## config.mk

```make
export PLATFORM = sky130hd
export DESIGN_NAME = crc_append
export DESIGN_NICKNAME = d
export VERILOG_FILES = /design/src/rtl/crc_append.sv
export SDC_FILE = /design/constraint.sdc
export NUM_CORES = 1
export LEC_CHECK = 0
export CORE_ASPECT_RATIO = 0.5
export CORE_MARGIN = 4
export CORE_UTILIZATION = 58
export CTS_CLUSTER_DIAMETER = 80
export DETAILED_ROUTE_END_ITERATION = 10
export GPL_TIMING_DRIVEN = 0
export PLACE_DENSITY = 0.84
export SYNTH_ARGS = -nofsm -noshare
export SYNTH_HDL_FRONTEND = slang
export SYNTH_SLANG_ARGS = --single-unit
```

## constraint.sdc

```tcl
create_clock -name clk -period 3.05 [get_ports clk]
set_input_delay 0.61 -clock clk [delete_from_list [all_inputs] [get_ports clk]]
set_output_delay 0.61 -clock clk [all_outputs]
set_load 0.005 [all_outputs]
```

## src/rtl/crc_append.sv

```systemverilog
// rtl/crc_append.sv - CRC-8 append framer for the SRAMC ingress packet path
//
// Takes a sop/eop-framed byte stream under a valid/ready handshake and re-emits
// it as: a standalone out_sop pulse, the data bytes, one CRC byte, then a
// standalone out_eop pulse. CRC is MSB-first with no reflection and no final XOR.
//
// Ports:
//   clk        clock, everything on the rising edge
//   rst_n      asynchronous active-low reset
//   in_valid   upstream beat valid
//   in_sop     first beat of a packet (only looked at while idle)
//   in_eop     last beat of a packet
//   in_data    upstream byte
//   in_ready   beat accepted this cycle (decoded from state only)
//   out_sop    one-cycle packet start pulse, no data
//   out_eop    one-cycle packet end pulse, no data
//   out_valid  out_data carries a data or CRC byte
//   out_data   output byte, holds its value between packets
//   len_err    pulses with the CRC byte when a packet was cut at MAX_LEN

module crc_append #(
  parameter int                   DATA_WIDTH = 8,
  parameter int                   CRC_WIDTH  = 8,
  parameter logic [CRC_WIDTH-1:0] POLYNOMIAL = 8'h07,
  parameter logic [CRC_WIDTH-1:0] INIT_VALUE = 8'h00,
  parameter int                   MAX_LEN    = 256
) (
  input  logic                  clk,
  input  logic                  rst_n,
  input  logic                  in_valid,
  input  logic                  in_sop,
  input  logic                  in_eop,
  input  logic [DATA_WIDTH-1:0] in_data,
  output logic                  in_ready,
  output logic                  out_sop,
  output logic                  out_eop,
  output logic                  out_valid,
  output logic [DATA_WIDTH-1:0] out_data,
  output logic                  len_err
);

  localparam int                   CNT_WIDTH = $clog2(MAX_LEN + 1);
  localparam logic [CNT_WIDTH-1:0] MAX_CNT   = CNT_WIDTH'(MAX_LEN);

  typedef enum logic [2:0] {
    S_IDLE,
    S_SOP,
    S_DATA,
    S_CRC,
    S_EOP
  } state_t;

  state_t                  state_q, state_d;
  logic [CRC_WIDTH-1:0]    crc_q, crc_d;
  logic [CNT_WIDTH-1:0]    cnt_q, cnt_d;
  logic                    trunc_q, trunc_d;
  logic                    out_sop_d, out_eop_d, out_valid_d, len_err_d;
  logic [DATA_WIDTH-1:0]   out_data_d;
  logic [CRC_WIDTH-1:0]    crc_upd;
  logic [CNT_WIDTH-1:0]    cnt_inc;
  logic                    hs;

  // Bytewise CRC step: fold the byte in, then one shift per data bit.
  function automatic logic [CRC_WIDTH-1:0] crc_next(input logic [CRC_WIDTH-1:0] c,
                                                    input logic [DATA_WIDTH-1:0] d);
    logic [CRC_WIDTH-1:0] r;
    r = c ^ d;
    for (int i = 0; i < DATA_WIDTH; i++) begin
      if (r[CRC_WIDTH-1]) r = (r << 1) ^ POLYNOMIAL;
      else                r = r << 1;
    end
    return r;
  endfunction

  assign in_ready = (state_q == S_SOP) || (state_q == S_DATA);
  assign hs       = in_valid && in_ready;
  // crc_q and cnt_q are reloaded on entry to S_SOP, so they already hold the
  // packet-start values when the first beat is taken.
  assign crc_upd  = crc_next(crc_q, in_data);
  assign cnt_inc  = cnt_q + CNT_WIDTH'(1);

  always_comb begin
    state_d     = state_q;
    crc_d       = crc_q;
    cnt_d       = cnt_q;
    trunc_d     = trunc_q;
    out_sop_d   = 1'b0;
    out_eop_d   = 1'b0;
    out_valid_d = 1'b0;
    len_err_d   = 1'b0;
    out_data_d  = out_data;

    case (state_q)
      S_IDLE: begin
        // The cycle that carries out_eop is a turnaround cycle: a waiting
        // request is only taken once it has passed, leaving one quiet cycle
        // between out_eop and the next out_sop.
        if (in_valid && in_sop && !out_eop) begin
          state_d   = S_SOP;
          out_sop_d = 1'b1;
          crc_d     = INIT_VALUE;
          cnt_d     = '0;
          trunc_d   = 1'b0;
        end
      end

      S_SOP, S_DATA: begin
        if (hs) begin
          out_valid_d = 1'b1;
          out_data_d  = in_data;
          crc_d       = crc_upd;
          cnt_d       = cnt_inc;
          if (in_eop || (cnt_inc == MAX_CNT)) begin
            state_d = S_CRC;
            trunc_d = !in_eop;
          end else begin
            state_d = S_DATA;
          end
        end
      end

      S_CRC: begin
        out_valid_d = 1'b1;
        out_data_d  = crc_q;
        len_err_d   = trunc_q;
        state_d     = S_EOP;
      end

      S_EOP: begin
        out_eop_d = 1'b1;
        state_d   = S_IDLE;
      end

      default: state_d = S_IDLE;
    endcase
  end

  always_ff @(posedge clk or negedge rst_n) begin
    if (!rst_n) begin
      state_q   <= S_IDLE;
      crc_q     <= INIT_VALUE;
      cnt_q     <= '0;
      trunc_q   <= 1'b0;
      out_sop   <= 1'b0;
      out_eop   <= 1'b0;
      out_valid <= 1'b0;
      out_data  <= '0;
      len_err   <= 1'b0;
    end else begin
      state_q   <= state_d;
      crc_q     <= crc_d;
      cnt_q     <= cnt_d;
      trunc_q   <= trunc_d;
      out_sop   <= out_sop_d;
      out_eop   <= out_eop_d;
      out_valid <= out_valid_d;
      out_data  <= out_data_d;
      len_err   <= len_err_d;
    end
  end

endmodule

```

# After elaboration in Yosys (flattened, before gate mapping)
# Cells that the tools add are included.
totals:
  ff_bits: 33
  in_bits: 13
  output_inout_bits: 13
  word_cells: 72
op_classes:
  add_sub_neg: 1
  n_eq_ne: 8
  n_mux: 30
  n_bitwise: 9
  reduce_logical: 15
ops:
  columns: ["op", "n"]
  rows:
  - ["one-hot mux 8 bit (2 select lines)", 2]
  - ["2-to-1 mux 3 bit", 10]
  - ["2-to-1 mux 8 bit", 3]
  - ["NOT 3 bit", 8]
  - ["2-to-1 mux 9 bit", 2]
  - ["one-hot mux 9 bit (2 select lines)", 1]
  - ["adder 9 x 1 -> 9 bit (second input constant)", 1]
  - ["equality test 9 bit (second input constant)", 1]
  - ["2-to-1 mux 1 bit", 9]
  - ["one-hot mux 3 bit (3 select lines)", 1]
  - ["XOR 8 bit", 1]
  - ["equality test 3 x 2 -> 1 bit (second input constant)", 2]
  - ["!= test 2 bit (second input constant)", 3]
  - ["one-hot mux 1 bit (2 select lines)", 2]
  - ["AND reduction 2 bit", 2]
  - ["AND reduction 4 bit", 1]
  - ["nonzero test 2 bit", 2]
  - ["equality test 3 x 1 -> 1 bit (second input constant)", 1]
  - ["equality test 3 bit (second input constant)", 1]
  - ["logical AND 1 bit", 3]
  - ["zero test 3 bit", 1]
  - ["AND reduction 3 bit", 1]
  - ["zero test 1 bit", 2]
  - ["logical OR 1 bit", 2]
  - ["OR reduction 2 bit", 1]

# Depth between registers and ports, before layout
# Gate-level depths: netlist (run 1).
logic_depth:
  ltp_word: 19
  mapped_depth: 7
  mapped_depth_nobuf: 5

# Worst setup path before layout (run 1)
# Ideal clock, no wire load.
synth_timing:
  path_kind: "input-to-reg"
  start: "input in_data[3]"
  end: "register crc_q[4]"
  setup_ns: 0.083
  t_arrival_ns: 1.643
  required_ns: 2.967
  slack_ns: 1.324
  stages: 4
  path_buffers: 0
  path_cell_list: "xnor2_1 xor3_4 or3_1 o21ai_0"
synth_via:
  elab_chain_cells: 6
synth_rtl:
  columns: ["element", "line_no", "rtl"]
  rows:
  - ["from (decl)", "33", "input logic [DATA_WIDTH-1:0] in_data,"]
  - ["XOR 8 bit *", "67", "r = c ^ d;"]
  - ["2-to-1 mux 3 bit *", "69", "if (r[CRC_WIDTH-1]) r = (r << 1) ^ POLYNOMIAL;"]
  - ["NOT 3 bit (no line)", null, null]
  - ["2-to-1 mux 3 bit *", "69", null]
  - ["2-to-1 mux 8 bit *", "108", "if (hs) begin"]
  - ["one-hot mux 8 bit (2 select lines) *", "93", "case (state_q)"]
  - ["to (signal assigned)", "151", "crc_q <= crc_d;"]
  - ["to (decl)", "54", "logic [CRC_WIDTH-1:0] crc_q, crc_d;"]
# Mark *: on every way between the ends. The rest lies on a longest branch, timed or not. The select of a mux whose other input is x is not followed.
# A chain may end at the register's enable or synchronous reset.

# Worst setup path after layout (run 1)
layout_timing:
  start: "register state_q[0]"
  end: "output in_ready"
layout_via:
  elab_chain_cells: 2
  elab_cells_between_ends: 3
  cone_classes: "eq/ne (2); reduce/logical (1)"
layout_rtl:
  columns: ["element", "line_no", "rtl"]
  rows:
  - ["from (decl)", "53", "state_t state_q, state_d;"]
  - ["from (signal assigned)", "150", "state_q <= state_d;"]
  - ["equality test 3 x 1 -> 1 bit or equality test 3 x 2 -> 1 bit (tied branches)", "75", "assign in_ready = (state_q == S_SOP) || (state_q == S_DATA);"]
  - ["logical OR 1 bit *", "75", null]
  - ["to (decl)", "34", "output logic in_ready,"]
# Mark *: on every way between the ends. The rest lies on a longest branch, timed or not.

==> metrics, run 1 <==
status complete, no violations; post-CTS sizing 0; global-route wire length before repair around 6.6 mm; Via Count ~1,400; Synth Area per Inst ~11 um^2; largest area contributor in the synthesized netlist dfrtp_1; Chip Width 88.8 um; WS Path Type reg2out; most frequent cell after synthesis dfrtp_1; CP Data Required Time about 2.4 ns; cts hold-fix bufs 0; CTS tree built; DRC 0; post-synthesis compound-gate area fraction 0.142; core area between 3000 and 4000 um^2; largest family of logic cells by synthesized area XOR/XNOR gates; Internal ~1500 uW; die area between 4000 and 5000 um^2; NetSw between 800 and 900 uW; Tmin final about 2.2 ns; layout cells sized above 1 0.117; DRT antenna net count 0; Synthesis Warnings 0; Leak Pwr 0.00102 uW; DP Wirelength between 2 and 3 mm; ys flop type dfrtp_1; post-synthesis mux area share 0.0476; CTS H-Tree Depth 2; Fin Hold WS 0.377 ns; number of flops mapped to enable cells by yosys 0; CTS sink cnt 33; Clock Skews between 0.008 and 0.009 ns; TNS Setup 0 ns; DRT met1 WL around 1.9 mm; unrepaired setup endpoints after global routing no; DR WL/cell 15.3 um; final RePlAce weighted congestion slightly above 0.8; highest routed layer met4; top cell type's share of synthesized area 0.436; sw frac 0.352; CTS Buf Count 5; # diodes 0; Seq/Total Area, Yosys 0.436; combinational power share 0.482; deepest clock path buffer count 2; crit share post-route 0.733; Slew headroom 0.508; IO Port Bufs 25; top cells by area, synth dfrtp_1 44%, o21ai_0 6.1%, mux2i_1 4.8%; fmax 0.447 GHz; Post-Synth Adder-Cell Area 0.00661; post-synthesis net count about 190; clk slew on worst S/H paths 0.08 ns; Crit path arrival time ~1.6 ns; DRT iter0 DRCs between 70 and 80; global route overflow 0; WL met2 between 1.5 and 2 mm; metal3 WL between 150 and 200 um; clk root buf clkbuf_8; setup violators final 0; Mapped Area around 1900 um^2; area grow syn2layout 22.7%; post-CTS setup repair buffer count 0; routed wire length 3.87 mm; CP Launch Type register; Hold Fails Final Rpt 0; vias per cell roughly 5.6; actual slew at the worst max-slew pin roughly 0.74 ns; Clock Latency Late Sink 0.29 ns; cell count after synthesis 180; asr flop ratio synth 1.00; drt pass-1 iters 4; Post-Synth XOR/XNOR Area 0.165; PwrDens 1000 nW/um^2; GRT Total Usage 0.201; Rows 14; Max VDD drop roughly 0.00056 V; Worst Path Max Fanout 8; #FFs+latches synth 33; Cell variety after synth 43; antenna violations before repair 0; Max Cap Violations 0; type of the most critical hold path in2async; max-slew violation count 0; Ports 26; DIE HEIGHT roughly 48 um; largest net degree at the start of global routing 34; Synth Area in Simple Gates 0.153; Worst Setup End Kind primary output; Clk network pwr share 0.212; initial core utilization 0.618; Layout Utilization 0.758; vias in the first global route ~1,400; Post-synth top cells 33 x dfrtp_1, 23 x o21ai_0, 19 x nand2_1; Reg power frac 0.306; Layout Nets about 230
[layout by cell type (no fill, tap or decap), drive strengths merged, types with 2 or more instances in the layout]
master,netlist,routed
nor2b,2,2
or3,3,3
or2,2,2
nand2b,3,3
inv,7,7
buf,7,8
nand4,2,2
xor3,2,2
a22o,3,3
and2,5,5
nand2,19,19
nor2,7,7
nor3,3,3
xor2,5,5
a21oi,8,8
o21ai,23,23
dfrtp,33,33
mux2i,9,9
nor4,3,3
bufinv,0,2
o22ai,3,3
clkdlybuf4s50,0,24
xnor3,4,4
nand3,2,2
xnor2,12,12
clkbuf,1,6
[cell families after synthesis]
family | Yosys count
AND/OR/NAND/NOR | 55
AO/OA/AOI/OAI | 44
flip-flops | 33
XOR/XNOR | 23
buffers and inverters | 15
multiplexers | 9
adder cells (fa/ha/maj) | 1
[routing by layer]
layer,vias up,track usage
met2,37,0.297
met4,0,0.0603
met1,672,0.290
met5,-,0
li1,693,-
met3,4,0.0525
[stage by stage]
step / instances / instance area, um^2 / total power [uW] / setup slack (ns)
after CTS: 253 / 2320 / 2330 / 0.804
after floorplan: 180 / 1890 / 1480 / 1.32
after global placement: 245 / 2190 / 1780 / 0.739
final: 253 / 2320 / 2320 / 0.813
after global routing: 253 / 2320 / 2500 / 0.746
after detailed placement: 245 / 2190 / 1820 / 0.742
[cell type report]
class	instances	area, um^2
inverter	7	26.3
clock inverter	3	65.1
multi-input combinational	132	975
buffer	8	67.6
clock buffer	5	68.8
sequential	33	826
timing repair buffer	25	245
tap	40	50.0
fill	192	742
[state kept, by name, summed over array words and instances (netlist names)]
name	count
state_q	3
out_data	8
cnt_q	9
crc_q	8
len_err	1
out_eop	1
out_sop	1
trunc_q	1
out_valid	1
[final timing paths]
kind,start,end,slack (ns),cells past startpoint
worst max-delay path,state_q[0]$_DFFE_PN0P_,in_ready,0.81,4
worst min-delay path,rst_n,cnt_q[8]$_DFFE_PN0P_,0.38,1
worst max register to register,state_q[2]$_DFFE_PN0P_,cnt_q[3]$_DFFE_PN0P_,1.37,7
worst min register to register,out_data[5]$_DFFE_PN0P_,out_data[5]$_DFFE_PN0P_,0.48,2
max in group asynchronous,rst_n,out_data[7]$_DFFE_PN0P_,2.20,1
min in group clk,out_data[5]$_DFFE_PN0P_,out_data[5]$_DFFE_PN0P_,0.48,2
[worst max-delay path, stage by stage (launching register included)]
cell and delay, ns:
dfrtp_1 0.36, buf_4 0.16, xnor2_2 0.29, nor2_1 0.08
clkdlybuf4s50_1 0.46
[power groups by stage]
stage	combinational, uW	sequential, uW	clock (uW)
2_1_floorplan	780	702	0
3_3_place_gp	1070	706	0
3_5_place_dp	1100	718	0
4_1_cts	1120	712	500
5_1_grt	1240	736	529
6_report	1120	710	494
No activity file was read; power rests on OpenSTA's default activity.
==> run 2, diff against run 1 <==
Settings changed: CORE_UTILIZATION 58 to 49, PLACE_DENSITY 0.84 to 0.75.
Clock period 3.05 ns to 1.97 ns, I/O delays scaled along.
==> run 2 against run 1 <==
Core utilization decreased by 11 points; worst setup slack got worse by 0.68 ns; via count decreased by 1.3%; sequential power increased by 55%; die area increased by 16%; global-route usage decreased by 1.9 points; sequential share of layout area increased by 0.37 points; clock power increased by 3%; combinational power increased by 54%; first-iteration DRC count decreased by 21%.
==> metrics, run 2 (synthesis results as in run 1) <==
status complete, no violations; max-slew violation count 0; most common cell after layout, fill and taps aside dfrtp_1; Setup WS pre-CTS -0.204 ns; Fillers 297; Tmin final between 1.5 and 2 ns; Layout Utilization 0.645; sequential cell area 826 um^2; clk slew on worst S/H paths approximately 0.07 ns; Via Count 1,388; actual slew at the worst max-slew pin 0.715 ns; DIE HEIGHT just over 50 um; DR WL/cell roughly 14 um; largest reg by FF count cnt_q; leading cell types in the layout, fill and taps excluded 33 x dfrtp_1, 23 x o21ai_0, 23 x clkdlybuf4s50_1; layout cells sized above 1 0.117; setup violators final 0; unrepaired setup endpoints after global routing no; max reg flops 9; die area between 4000 and 5000 um^2; Rows 15; Fin Hold WS 0.150 ns; fmax about 0.54 GHz; clk root buf clkbuf_8; antenna violations before repair 0; Chip Width ~96 um; Max Cap Violations 0; vias per cell 5.26; crit share post-route 0.934; drt pass-1 iters 4; Worst Path Max Fanout 3; vias in the first global route around 1,400; Leak Pwr a little under 0.001 uW; # diodes 0; PwrDens 1450 nW/um^2; type of the most critical hold path in2async; area grow syn2layout 21.4%; Slew headroom 0.523; largest net degree at the start of global routing 34; final RePlAce weighted congestion 0.895; routed wire length roughly 3.8 mm; DP Wirelength 2.75 mm; Ports 26; Worst Setup End Kind register; Crit path arrival time between 2 and 2.5 ns; DRT iter0 DRCs slightly above 60; IO Port Bufs 25; initial core utilization 0.531; Hold Fails Final Rpt 0; Layout Nets between 200 and 250; CP Data Required Time ~2.2 ns; total power about 3300 uW; post-CTS setup repair buffer count 0; worst setup margin 0.130 ns; CP Launch Type input port; CTS tree built; Max VDD drop ~0.00076 V; DRC 0; CTS sink cnt 33; Clock Latency Late Sink 0.29 ns; CTS H-Tree Depth 2; Multi-input gate area 986 um^2; global-route wire length before repair 6.68 mm; deepest clock path buffer count 2; GRT Total Usage 0.182; DRT antenna net count 0; global route overflow 0; Clock Skews 0.00661 ns; core area 3570 um^2; largest registers cnt_q: 9 flops, crc_q: 8 flops, out_data: 8 flops; WS Path Type in2reg; CTS Buf Count 5
## run 2: cell types whose count changed in the layout (fill, tap and decap cells not counted)
cell and delta:
bufinv_16 -2, clkinvlp_4 +1, clkinv_2 +1, xnor2_2 -1, dlygate4sd2_1 +1, xnor2_4 +1, clkdlybuf4s50_1 -1
## run 2: cell type report
class	instances	share of cell area
Buffer	8	0.0294
Clock buffer	5	0.0299
Tap cell	51	0.0277
Multi-Input combinational cell	132	0.429
Sequential cell	33	0.359
Clock inverter	3	0.00762
Inverter	7	0.0114
Timing Repair Buffer	25	0.106
## run 2: metrics by stage
stage / instance area [um^2] / setup TNS, ns / cells
6_report: 2300 / 0 / 264
5_1_grt: 2300 / 0 / 264
4_1_cts: 2300 / 0 / 264
3_5_place_dp: 2200 / -1.51 / 256
3_3_place_gp: 2210 / -5.54 / 256
2_1_floorplan: 1890 / 0 / 180
## run 2: what timing repair did
action                                  4_1_cts  5_1_grt
gates resized for setup                       2        0
endpoints found under the setup margin        1        0
hold buffers                                  0        0
## run 2: final timing paths
path                                              start                 endpoint  slack (ns)  cells past startpoint
worst max-delay path                         in_data[3]     crc_q[4]$_DFFE_PN0P_        0.13                      5
min in group clk                out_data[3]$_DFFE_PN0P_  out_data[3]$_DFFE_PN0P_        0.48                      2
worst min-delay path                              rst_n     cnt_q[6]$_DFFE_PN0P_        0.15                      1
worst max register to register   state_q[2]$_DFFE_PN0P_     cnt_q[3]$_DFFE_PN0P_        0.26                      7
worst min register to register  out_data[3]$_DFFE_PN0P_  out_data[3]$_DFFE_PN0P_        0.48                      2
max in group asynchronous                         rst_n     crc_q[0]$_DFFE_PN0P_        1.36                      1
## run 2: report_power, final
part / switching, uW / internal [uW] / leakage [uW]
clock: 267 / 244 / 0.0000439
combinational: 812 / 919 / 0.000520
sequential: 180 / 916 / 0.000430
## run 2: worst max-delay path, stage by stage
cell	delay, ns
clkdlybuf4s50_1	0.45
xnor2_1	0.34
xor3_4	0.46
or3_1	0.34
o21ai_0	0.08
## run 2: layer usage
layer | GRT usage | vias up | share of wire
met5 | 0 | - | 0
met4 | 0.0849 | 0 | 0.019
met3 | 0.0434 | 8 | 0.057
met2 | 0.304 | 44 | 0.47
met1 | 0.224 | 640 | 0.45
li1 | - | 696 | -
